$ cat src/rtl/sync_fifo_pkg.sv
// Shared constants and types for the 64 x 8 single-clock byte FIFO.
// The occupancy counter is one bit wider than the pointers so that it can hold the value DEPTH.
package sync_fifo_pkg;
  localparam int DATA_W = 8;
  localparam int DEPTH  = 64;
  localparam int ADDR_W = $clog2(DEPTH);
  localparam int CNT_W  = ADDR_W + 1;

  typedef logic [DATA_W-1:0] data_t;
endpackage

$ cat src/rtl/sync_fifo_mem.sv
// FIFO storage array: DEPTH x DATA_W registers.
// Writes are synchronous. Reads are combinational, so the top level registers the read data.
module sync_fifo_mem
  import sync_fifo_pkg::*;
(
  input  logic              clk,
  input  logic              wr_en,
  input  logic [ADDR_W-1:0] wr_addr,
  input  data_t             wr_data,
  input  logic [ADDR_W-1:0] rd_addr,
  output data_t             rd_data
);

  // Storage is not reset; reset only clears the pointers and the counter.
  data_t mem_q [DEPTH];

  always_ff @(posedge clk) begin
    if (wr_en) mem_q[wr_addr] <= wr_data;
  end

  assign rd_data = mem_q[rd_addr];

endmodule

$ cat src/rtl/sync_fifo.sv
// Single-clock byte FIFO with registered read data and occupancy reporting.
// Optional registered overflow/underflow pulses are enabled with SYNC_FIFO_ERR_FLAGS_EN.
module sync_fifo
  import sync_fifo_pkg::*;
(
  input  logic              clk,
  input  logic              rst,
  input  logic              wr_en,
  input  logic              rd_en,
  input  logic [DATA_W-1:0] buf_in,
  output logic [DATA_W-1:0] buf_out,
  output logic              buf_empty,
  output logic              buf_full,
  output logic [CNT_W-1:0]  fifo_counter
`ifdef SYNC_FIFO_ERR_FLAGS_EN
  ,
  output logic              overflow,
  output logic              underflow
`endif
);

  logic [ADDR_W-1:0] wr_ptr_q, wr_ptr_d;
  logic [ADDR_W-1:0] rd_ptr_q, rd_ptr_d;
  logic [CNT_W-1:0]  cnt_q, cnt_d;
  data_t             buf_out_q, buf_out_d;
  data_t             mem_rd_data;
  logic              wr_acc, rd_acc;

  assign buf_empty    = (cnt_q == '0);
  assign buf_full     = (cnt_q == CNT_W'(DEPTH));
  assign fifo_counter = cnt_q;
  assign buf_out      = buf_out_q;

  // The full and empty checks decide the simultaneous cases: at full only the read is accepted,
  // and at empty only the write is accepted, so no data bypasses the memory.
  assign wr_acc = wr_en & ~buf_full;
  assign rd_acc = rd_en & ~buf_empty;

  sync_fifo_mem u_mem (
    .clk     (clk),
    .wr_en   (wr_acc),
    .wr_addr (wr_ptr_q),
    .wr_data (buf_in),
    .rd_addr (rd_ptr_q),
    .rd_data (mem_rd_data)
  );

  always_comb begin
    wr_ptr_d  = wr_ptr_q;
    rd_ptr_d  = rd_ptr_q;
    cnt_d     = cnt_q;
    buf_out_d = buf_out_q;
    if (wr_acc) wr_ptr_d = wr_ptr_q + ADDR_W'(1);
    if (rd_acc) begin
      rd_ptr_d  = rd_ptr_q + ADDR_W'(1);
      buf_out_d = mem_rd_data;
    end
    case ({wr_acc, rd_acc})
      2'b10:   cnt_d = cnt_q + CNT_W'(1);
      2'b01:   cnt_d = cnt_q - CNT_W'(1);
      default: cnt_d = cnt_q;
    endcase
  end

  always_ff @(posedge clk or negedge rst) begin
    if (!rst) begin
      wr_ptr_q  <= '0;
      rd_ptr_q  <= '0;
      cnt_q     <= '0;
      buf_out_q <= '0;
    end else begin
      wr_ptr_q  <= wr_ptr_d;
      rd_ptr_q  <= rd_ptr_d;
      cnt_q     <= cnt_d;
      buf_out_q <= buf_out_d;
    end
  end

`ifdef SYNC_FIFO_ERR_FLAGS_EN
  logic overflow_q, overflow_d;
  logic underflow_q, underflow_d;

  always_comb begin
    overflow_d  = wr_en & buf_full;
    underflow_d = rd_en & buf_empty;
  end

  always_ff @(posedge clk or negedge rst) begin
    if (!rst) begin
      overflow_q  <= 1'b0;
      underflow_q <= 1'b0;
    end else begin
      overflow_q  <= overflow_d;
      underflow_q <= underflow_d;
    end
  end

  assign overflow  = overflow_q;
  assign underflow = underflow_q;
`endif

endmodule

$ cat config.mk
export PLATFORM = sky130hd
export DESIGN_NAME = sync_fifo
export DESIGN_NICKNAME = d
export VERILOG_FILES = /design/src/rtl/sync_fifo_pkg.sv /design/src/rtl/sync_fifo_mem.sv /design/src/rtl/sync_fifo.sv
export SDC_FILE = /design/constraint.sdc
export NUM_CORES = 1
export LEC_CHECK = 0
export BUFFER_PORTS_ARGS = -buffer_cell sky130_fd_sc_hd__buf_2
export CORE_UTILIZATION = 45
export CTS_BUF_LIST = sky130_fd_sc_hd__clkbuf_4
export CTS_CLUSTER_DIAMETER = 80
export CTS_CLUSTER_SIZE = 28
export DETAILED_ROUTE_END_ITERATION = 10
export PLACE_DENSITY = 0.65
export SLEW_MARGIN = 20
export SYNTH_ARGS = -nofsm -noshare
export SYNTH_HDL_FRONTEND = slang
export SYNTH_SLANG_ARGS = --single-unit
$ cat constraint.sdc
create_clock -name clk -period 4.1 [get_ports clk]
set_clock_uncertainty 0.05 [all_clocks]
set_input_delay 1.23 -clock clk [delete_from_list [all_inputs] [get_ports clk]]
set_output_delay 1.23 -clock clk [all_outputs]
set_load 0.03 [all_outputs]
==> run summary, run 1 <==
Highest clock rate: 292 MHz
CTS clk-pin slew, worst paths: 0.28 ns
Clock Sinks: 539
Placer congestion estimate: 0.814
Post-cts sizing count: 0
Final worst-path cycle share: 0.835
Number of global-route vias before repair: 10400
Starting Density: 0.456
Synth top area share: 0.724
DRT Wirelength: 45300 um
Syn_nets: 1156
Delay-heaviest family, CP: simple AND/OR/NAND/NOR gates
Top cells by count, synth: 512 x edfxtp_1, 132 x mux2i_1, 84 x nor2_1
Layout filler cell count: 3758
Initial antenna violation count: 3
Pre-antenna DRT Iters: 5
Num CTS Buffers: 24
# rows: 79
Fin Setup TNS: 0 ns
Largest area contributor in the netlist: edfxtp_1
Main flop type after synthesis: edfxtp_1
Period minus WS final: 3.42 ns
Asr flop ratio synth: 0.0501
Clock Path Buffers: 3
Vias/cell: 5.73
Max stage delay on crit path: 0.50 ns
Post-synthesis cell type count: 43
Layout cell share with drive strength beyond 1: 0.192
Worst path slowest cell: dfrtp_1
Worst setup path class: flip-flop to output pin
Clock root buffer: clkbuf_4
Setup Fix Bufs, Post-CTS: 0
Slew of the pin with the lowest slew margin: 1.01 ns
Register area share after synthesis: 0.755
Setup WS post-layout: 0.676 ns
Seq cells post-synth: 539
Core footprint: 46600 um^2
Max_slew headroom: 0.324
Layout overhead on the synthesized area: 7.40%
RSZ-0062 raised after global routing: no
Place WS: 0.414 ns
P_sw: 0.00448 W
# H-tree levels: 1
Post-synth EDFFs: 512
Power Internal: 0.00856 W
Endpoints failing setup: 0
Final Non-Filler Cells: 1835
CP max FO: 5
Io pins: 29
Worst IR Drop VDD: 0.362 mV
Switching portion of total power: 0.343
Pwr dens: 571 nW/um^2
Residual DRC: 0
Comb pwr share: 0.331
Most common cell in the netlist: edfxtp_1
Die area: 48100 um^2
Largest net degree at the start of global routing: 78
Static leakage: 7.46 nW
Clock tree from TritonCTS: done
Element type at the critical path end: output pin
Post-DP HPWL: 28800 um
Clock network power share: 0.154
Cells after synthesis: 1135
Die Y: 219 um
Worst-Skew Late Latency: 0.84 ns
NumNets Final: 1229
Status: completed
Maxcap violations: 0
1st-iter DRT viols: 1003
Seq pwr share: 0.515
Routed via count: 10500
Largest cells by area after synthesis: edfxtp_1 72%, mux4_2 8.2%, mux2i_1 6.2%
Grt total ovfl: 0
Hold_buf cts: 0
Bufs and invs on worst path: 1
First-pass GRT wire length: 67800 um
CP cell instances: nor4_1, nand2_1, nor2_1, buf_2
Port buffer count: 28
Final hold violations: 0
Wire length per cell: 24.7 um
Antenna Violating Nets Remaining: 0
GRT Overall Usage: 0.192
Placed instance count: 1789
Final slew viol count: 0
Hold Path Class: primary input to asynchronous set/reset pin
Worst EP arrival: 2.14 ns
Yosys warning count: 0
CP startpoint kind: flip-flop
Crit path required time: 2.82 ns
Mapped Avg Cell Area: 18.7 um^2
Chip Width: 219 um
Mapped cell area: 21200 um^2
-- cell usage in the layout (no fill, tap or decap), types with 18 or more instances in the layout --
cell type / synthesis / final
mux4_2: 77 / 77
nor3_1: 21 / 21
nor2_1: 84 / 84
o21ai_0: 34 / 34
nand3_1: 18 / 18
buf_2: 25 / 28
buf_4: 10 / 78
o22ai_1: 35 / 35
edfxtp_1: 512 / 512
dfrtp_1: 27 / 24
mux2i_1: 132 / 132
nand2_1: 27 / 27
clkbuf_4: 0 / 40
-- power groups by stage --
stage,Combinational (W),Clock [W],Sequential (W)
floorplan,0.00310,0,0.00671
detailed placement,0.00434,0,0.00683
global route,0.00463,0.00224,0.00675
CTS,0.00434,0.00207,0.00671
finish,0.00431,0.00201,0.00671
global placement,0.00430,0,0.00682
-- registers in the layout (all words and copies together), names as in the netlist --
signal and count:
rd_ptr_q 6, wr_ptr_q 6, u_mem.mem_q 512, buf_out 8
fifo_counter 7
-- area by class of cell --
type / count / area [um^2] / area share
antenna: 2 / 5.00 / 0.000219
clock buffer: 40 / 300 / 0.0132
clock inverter: 4 / 61.3 / 0.00269
inverter: 10 / 37.5 / 0.00164
multi-input combinational: 525 / 4830 / 0.212
sequential: 539 / 16100 / 0.704
tap: 607 / 759 / 0.0333
timing repair buffer: 108 / 766 / 0.0336
-- through the flow --
step | hold slack [ns] | utilization | power (W) | area [um^2]
4_1_cts | 0.251 | 0.490 | 0.0131 | 22800
3_5_place_dp | 0.491 | 0.482 | 0.0112 | 22500
5_1_grt | 0.271 | 0.490 | 0.0136 | 22800
6_report | 0.298 | 0.490 | 0.0130 | 22800
2_1_floorplan | 0.479 | - | 0.00980 | 21200
3_3_place_gp | 0.487 | 0.482 | 0.0111 | 22500
-- cell families (layout without fill, tap and decap cells) --
family,count (synthesis),in the layout,synth area share
flip-flops,539,539,0.755
multiplexers,210,210,0.144
AND/OR/NAND/NOR,172,172,0.0359
AO/OA/AOI/OAI,120,120,0.0357
buffers and inverters,71,162,0.0172
XOR/XNOR,14,14,0.00577
adder cells (fa/ha/maj),9,9,0.00565
other,0,2,0
-- worst paths after layout --
kind | from | end | slack (ns) | depth (start not counted)
setup / recovery | fifo_counter[0]$_DFFE_PN0P_ | buf_empty | 0.68 | 4
hold / removal | rst | fifo_counter[3]$_DFFE_PN0P_ | 0.30 | 1
setup reg to reg | fifo_counter[0]$_DFFE_PN0P_ | fifo_counter[6]$_DFFE_PN0P_ | 0.71 | 13
hold reg to reg | fifo_counter[6]$_DFFE_PN0P_ | fifo_counter[6]$_DFFE_PN0P_ | 0.53 | 1
max in group asynchronous | rst | rd_ptr_q[1]$_DFFE_PN0P_ | 3.21 | 1
min in group clk | fifo_counter[6]$_DFFE_PN0P_ | fifo_counter[6]$_DFFE_PN0P_ | 0.53 | 1
-- metal layers --
metal  global-route usage  routed length (um)  vias to the layer above
met5                    0                  26                        -
met4               0.0569                1160                        4
met3               0.0219                2130                       65
met2                0.305               21900                      307
met1                0.281               20100                     5468
li1                     -                   -                     4677
No activity file was read; power rests on OpenSTA's default activity.
==> run 2, diff against run 1 <==
--- a/config.mk
+++ b/config.mk
@@ -5,13 +5,14 @@
 export SDC_FILE = /design/constraint.sdc
 export NUM_CORES = 1
 export LEC_CHECK = 0
+export ABC_AREA = 1
 export BUFFER_PORTS_ARGS = -buffer_cell sky130_fd_sc_hd__buf_2
 export CORE_UTILIZATION = 45
 export CTS_BUF_LIST = sky130_fd_sc_hd__clkbuf_4
 export CTS_CLUSTER_DIAMETER = 80
 export CTS_CLUSTER_SIZE = 28
 export DETAILED_ROUTE_END_ITERATION = 10
-export PLACE_DENSITY = 0.65
+export PLACE_DENSITY = 0.67
 export SLEW_MARGIN = 20
 export SYNTH_ARGS = -nofsm -noshare
 export SYNTH_HDL_FRONTEND = slang
==> constraint.sdc (replaced) <==
create_clock -name clk -period 3.14 [get_ports clk]
set_clock_uncertainty 0.05 [all_clocks]
set_input_delay 0.942 -clock clk [delete_from_list [all_inputs] [get_ports clk]]
set_output_delay 0.942 -clock clk [all_outputs]
set_load 0.03 [all_outputs]
==> run summary, run 2 <==
Status: completed
Worst path slowest cell: dfrtp_1
RSZ-0062 raised after global routing: no
Syn_nets: 2159 (+87%)
P_sw: 0.00779 W (+74%)
Placer congestion estimate: 0.871 (+6.9%)
Max_slew headroom: 0.481 (+0.156)
Most frequent cells in the layout: 742 x nand2_1, 512 x edfxtp_1, 284 x nand3_1, 190 x inv_1, 150 x nor2_1
Mapped Avg Cell Area: 10.7 um^2 (-43%)
Grt total ovfl: 0 (unchanged)
1st-iter DRT viols: 1317 (+31%)
Antenna Violating Nets Remaining: 0 (unchanged)
Chip Width: 227 um (+3.7%)
Core footprint: 50200 um^2 (+7.8%)
Post-cts sizing count: 0 (unchanged)
DRT Wirelength: 54100 um (+19%)
Final hold violations: 0 (unchanged)
Synth top area share: 0.673 (-0.0511)
CP max FO: 4 (-1)
CP startpoint kind: flip-flop
Reg2reg path depth: 17 (+4)
Main flop type after synthesis: edfxtp_1
Hold Crit Depth: 5
Register area share after synthesis: 0.702 (-0.0534)
Routed via count: 15100 (+44%)
Seq pwr share: 0.452 (-0.063)
Comb pwr share: 0.414 (+0.083)
Worst-Skew Late Latency: 0.86 ns (+0.02 ns)
Fin Setup TNS: 0 ns (unchanged)
Bufs and invs on worst path: 4 (+3)
GRT Overall Usage: 0.213 (+0.0204)
Max stage delay on crit path: 0.48 ns (-0.02 ns)
Period minus WS final: 2.93 ns
Layout filler cell count: 4440 (+18%)
# H-tree levels: 1 (unchanged)
Largest register FFs: 512 (unchanged)
Post-synthesis cell type count: 24 (-44%)
Number of global-route vias before repair: 14800 (+42%)
Clock network power share: 0.135 (-0.019)
Starting Density: 0.456 (-0.000685)
Switching portion of total power: 0.413 (+0.0698)
Largest net degree at the start of global routing: 157 (+100%)
Pre-antenna DRT Iters: 5 (unchanged)
Final worst-path cycle share: 0.935
Initial antenna violation count: 2 (-1)
CP Depth: 6 (+2)
Seq cells post-synth: 539 (unchanged)
Post-DP HPWL: 33400 um (+16%)
Crit path required time: 2.15 ns (-0.67 ns)
Worst EP arrival: 1.94 ns (-0.20 ns)
Design Area, Final: 24500 um^2 (+7.6%)
Largest area contributor in the netlist: edfxtp_1
Die area: 51700 um^2 (+7.5%)
Top reg by flops: u_mem.mem_q
Cells after synthesis: 2138 (+88%)
Slew of the pin with the lowest slew margin: 0.779 ns (-0.235 ns)
Pwr dens: 768 nW/um^2 (+35%)
Clock tree from TritonCTS: done
Wire length per cell: 18.9 um (-24%)
Top cells by count, synth: 742 x nand2_1, 512 x edfxtp_1, 284 x nand3_1
Post-synth EDFFs: 512 (unchanged)
Power Internal: 0.0111 W (+29%)
Mapped cell area: 22900 um^2 (+7.6%)
R2R Setup Slk: 0.42 ns (-0.29 ns)
Num CTS Buffers: 23 (-4.2%)
NumNets Final: 2196 (+79%)
Hold_buf cts: 1 (+1)
Multi-input gate area: 5570 um^2 (+15%)
Most common cell after layout, fill and taps aside: nand2_1
Clock Sinks: 539 (unchanged)
Asr flop ratio synth: 0.0501 (unchanged)
Layout overhead on the synthesized area: 7.36% (about the same)
Layout cell share with drive strength beyond 1: 0.0758 (-0.117)
Worst setup path class: flip-flop to output pin
Io pins: 29 (unchanged)
Setup Fix Bufs, Post-CTS: 0 (unchanged)
First-pass GRT wire length: 83500 um (+23%)
Dpl cell area: 24200 um^2 (+7.9%)
Clock root buffer: clkbuf_4
CP cell instances: inv_1, nand4_1, inv_1, nand3_1, inv_1, buf_2
Highest clock rate: 341 MHz
Hold Path Class: primary input to flip-flop
Final slew viol count: 0 (unchanged)
Cell mode on critical path: inv_1
# rows: 82 (+3.8%)
Clock Path Buffers: 3 (unchanged)
Vias/cell: 5.28 (-7.9%)
Delay-heaviest family, CP: flip-flops
Most common cell in the netlist: nand2_1
Die Y: 227 um (+3.7%)
Residual DRC: 0 (unchanged)
Maxcap violations: 0 (unchanged)
Static leakage: 9.64 nW (+29%)
Register area: 16100 um^2 (about the same)
Yosys warning count: 0 (unchanged)
Element type at the critical path end: output pin
CTS clk-pin slew, worst paths: 0.28 ns (about the same)
Worst IR Drop VDD: 0.816 mV (+130%)
Largest cells by area after synthesis: edfxtp_1 67%, nand2_1 12%, nand3_1 6.2%
Port buffer count: 28 (unchanged)
Endpoints failing setup: 0 (unchanged)
## run 2: changes by cell type after synthesis, sizes merged, moves of 19 or more
cell	change
buf	+39
a21oi	+26
mux4	-77
nor3	-19
o211ai	+24
nand3	+266
mux2i	-132
nand2	+715
o22ai	-35
nor2	+66
inv	+182
## run 2: final timing paths
check                                                  from                           to
worst max-delay path            fifo_counter[1]$_DFFE_PN0P_                    buf_empty
worst min-delay path                                  rd_en       buf_out[2]$_DFFE_PN0P_
worst max register to register  fifo_counter[1]$_DFFE_PN0P_  fifo_counter[6]$_DFFE_PN0P_
worst min register to register       buf_out[4]$_DFFE_PN0P_       buf_out[4]$_DFFE_PN0P_
max in group asynchronous                               rst      rd_ptr_q[0]$_DFFE_PN0P_
min in group asynchronous                               rst  fifo_counter[2]$_DFFE_PN0P_
## run 2: area by class of cell
type / count / share of cell area
repair buffers: 121 / 0.0419
inverters: 194 / 0.0299
clock buffers: 38 / 0.0116
diodes: 1 / 0.000102
clock inverters: 3 / 0.00107
well taps: 672 / 0.0343
flip-flops and latches: 539 / 0.654
multi-input cells: 1296 / 0.227
## run 2: stage by stage
| step | worst slack, ns | instances | total power [W] | utilization | hold slack [ns] |
|---|---|---|---|---|---|
| after global routing | 0.0602 | 2864 | 0.0200 | 0.489 | 0.462 |
| final | 0.206 | 2864 | 0.0189 | 0.489 | 0.447 |
| after CTS | 0.159 | 2863 | 0.0189 | 0.489 | 0.381 |
| after floorplan | 0.237 | 2138 | 0.0138 | - | 0.474 |
| after global placement | 0.156 | 2821 | 0.0163 | 0.483 | 0.411 |
| after detailed placement | 0.113 | 2821 | 0.0164 | 0.483 | 0.413 |
## run 2: metal layers
layer	vias to the layer above	routed length [um]	global-route usage
met1	7326	22800	0.293
met5	-	35	0
met4	6	1580	0.0691
met2	533	26000	0.357
li1	7167	-	-
met3	87	3650	0.0199
## run 2: logic make-up after synthesis
family          after synthesis  synth area share
flops                       539             0.702
xor+xnor                     12           0.00460
fa+ha+maj                     9           0.00525
compound gates               86            0.0216
buf+inv                     303            0.0544
simple gates               1189             0.212
## run 2: power by group through the flow
stage / logic [W] / registers (W) / clock network, W
floorplan: 0.00506 / 0.00878 / 0
global placement: 0.00764 / 0.00865 / 0
detailed placement: 0.00776 / 0.00867 / 0
CTS: 0.00779 / 0.00851 / 0.00260
global route: 0.00859 / 0.00856 / 0.00281
finish: 0.00780 / 0.00851 / 0.00254
## run 2: worst min-delay path, delay by kind of cell
kind	cells	cell delay [ns]
and+or+nand+nor	3	0.17
buffers and inverters	2	0.25
==> run 3, diff against run 2 <==
--- a/config.mk
+++ b/config.mk
@@ -7,6 +7,7 @@
 export LEC_CHECK = 0
 export ABC_AREA = 1
 export BUFFER_PORTS_ARGS = -buffer_cell sky130_fd_sc_hd__buf_2
+export CORE_ASPECT_RATIO = 1.75
 export CORE_UTILIZATION = 45
 export CTS_BUF_LIST = sky130_fd_sc_hd__clkbuf_4
 export CTS_CLUSTER_DIAMETER = 80
==> run summary, run 3 (synthesis results as in run 2) <==
Clock tree from TritonCTS: done
Placed instance count: 2826 (+0.18%)
Post-cts sizing count: 0 (unchanged)
Io pins: 29 (unchanged)
RSZ-0062 raised after global routing: no
Clock network power share: 0.134 (about the same)
Final worst-path cycle share: 0.953 (+0.0186)
Pwr dens: 776 nW/um^2 (+1.0%)
Endpoints failing setup: 0 (unchanged)
Vias/cell: 5.34 (+1.1%)
Final Non-Filler Cells: 2871 (+0.24%)
Residual DRC: 0 (unchanged)
Final slew viol count: 0 (unchanged)
Antenna Violating Nets Remaining: 0 (unchanged)
Worst setup path class: flip-flop to output pin
Pre-antenna DRT Iters: 6 (+1)
Wire length per cell: 20.3 um (+7.6%)
First-pass GRT wire length: 88500 um (+6.0%)
Initial antenna violation count: 2 (unchanged)
NumNets Final: 2214 (+0.82%)
Layout cell share with drive strength beyond 1: 0.0837 (+0.00798)
1st-iter DRT viols: 1295 (-1.7%)
CP startpoint kind: flip-flop
Chip Width: 172 um (-24%)
Placer congestion estimate: 0.897 (+3.0%)
Worst EP arrival: 2.00 ns (+0.06 ns)
Most Crowded Layer GR: met2
Layout filler cell count: 4359 (-1.8%)
Post-DP HPWL: 38300 um (+15%)
Hold Path Class: primary input to flip-flop
Crit path required time: 2.15 ns (about the same)
Starting Density: 0.458 (+0.00281)
GRT met1 Usage: 0.263 (-0.0299)
Worst IR Drop VDD: 0.549 mV (-33%)
Maxcap violations: 0 (unchanged)
Number of global-route vias before repair: 15300 (+3.4%)
Most frequent cells in the layout: 742 x nand2_1, 512 x edfxtp_1, 284 x nand3_1, 190 x inv_1, 150 x nor2_1
Layout overhead on the synthesized area: 7.86%
Clock root buffer: clkbuf_4
Largest net degree at the start of global routing: 139 (-11%)
Element type at the critical path end: output pin
Multi-input gate area: 5570 um^2 (unchanged)
Core footprint: 49900 um^2 (-0.61%)
Port buffer count: 28 (unchanged)
Register area: 16100 um^2 (unchanged)
Clock Sinks: 539 (unchanged)
Fin Setup TNS: 0 ns (unchanged)
CP max FO: 4 (unchanged)
Max_slew headroom: 0.299 (-0.182)
Routed via count: 15300 (+1.3%)
Top reg by flops: u_mem.mem_q
Grt total ovfl: 0 (unchanged)
Switching portion of total power: 0.418 (+0.00435)
Seq pwr share: 0.449 (-0.003)
Clock Path Buffers: 3 (unchanged)
# H-tree levels: 1 (unchanged)
Slew of the pin with the lowest slew margin: 1.05 ns (+0.273 ns)
Met3 Track Usage GR: 0.0209 (+0.00105)
GRT Overall Usage: 0.234 (+0.0208)
Static leakage: 9.73 nW (+0.92%)
P_sw: 0.00799 W (+2.5%)
Status: completed
Comb pwr share: 0.417 (+0.003)
DRT Wirelength: 58300 um (+7.9%)
Die Y: 300 um (+32%)
# rows: 108 (+32%)
Highest clock rate: 334 MHz (-1.9%)
Most common cell after layout, fill and taps aside: nand2_1
Period minus WS final: 2.99 ns (+0.0584 ns)
Num CTS Buffers: 23 (unchanged)
Final hold violations: 0 (unchanged)
Met2 usage: 0.418 (+0.0613)
Die area: 51700 um^2 (about the same)
Worst-Skew Late Latency: 0.88 ns (+0.02 ns)
Power Internal: 0.0111 W (+0.73%)
Largest register FFs: 512 (unchanged)
CTS clk-pin slew, worst paths: 0.28 ns (about the same)
-- run 3: layer usage --
layer | vias to the layer above | part of all wire
met4 | 4 | 0.071
met2 | 557 | 0.52
met5 | - | 0.00043
met1 | 7367 | 0.35
met3 | 192 | 0.055
li1 | 7200 | -
-- run 3: cell type report --
type                    instances  share of cell area
repair buffers                139              0.0462
multi-input cells            1296               0.226
diodes                          2            0.000203
inverters                     194              0.0298
flip-flops and latches        539               0.651
clock inverters                 1             0.00122
clock buffers                  40              0.0122
well taps                     660              0.0335
-- run 3: what timing repair did --
item,in CTS,in global routing
buffers inserted,0,1
hold buffers,1,0
endpoints found under the setup margin,0,1
hold endpoints to repair,7,0
-- run 3: power by group through the flow --
stage	sequential (W)	combinational (W)	clock [W]
2_1_floorplan	0.00878	0.00506	0
3_3_place_gp	0.00873	0.00780	0
3_5_place_dp	0.00874	0.00793	0
4_1_cts	0.00858	0.00795	0.00263
5_1_grt	0.00863	0.00874	0.00284
6_report	0.00859	0.00798	0.00257
-- run 3: metrics by stage --
step / cell area (um^2) / hold slack, ns / total power [W] / setup slack [ns] / util
floorplan: 22900 / 0.474 / 0.0138 / 0.237 / -
global placement: 24300 / 0.465 / 0.0165 / 0.257 / 0.487
detailed placement: 24300 / 0.469 / 0.0167 / 0.246 / 0.487
CTS: 24600 / 0.418 / 0.0192 / 0.113 / 0.494
global route: 24700 / 0.451 / 0.0202 / 0.00293 / 0.495
finish: 24700 / 0.455 / 0.0191 / 0.147 / 0.495
-- run 3: path summary, 6_finish.rpt --
kind	slack, ns	depth (start not counted)	end	from
setup / recovery	0.15	6	buf_empty	fifo_counter[1]$_DFFE_PN0P_
hold / removal	0.45	5	buf_out[7]$_DFFE_PN0P_	rd_en
setup reg to reg	0.49	17	fifo_counter[6]$_DFFE_PN0P_	fifo_counter[1]$_DFFE_PN0P_
hold reg to reg	0.50	1	fifo_counter[0]$_DFFE_PN0P_	fifo_counter[0]$_DFFE_PN0P_
max in group asynchronous	1.90	2	rd_ptr_q[0]$_DFFE_PN0P_	rst
min in group asynchronous	0.55	2	fifo_counter[0]$_DFFE_PN0P_	rst
-- run 3: critical path, cell delays in order (launching register included) --
cell and delay, ns:
dfrtp_1 0.48, inv_1 0.11, nand4_1 0.14, inv_1 0.07, nand3_1 0.09, inv_1 0.06
buf_2 0.19
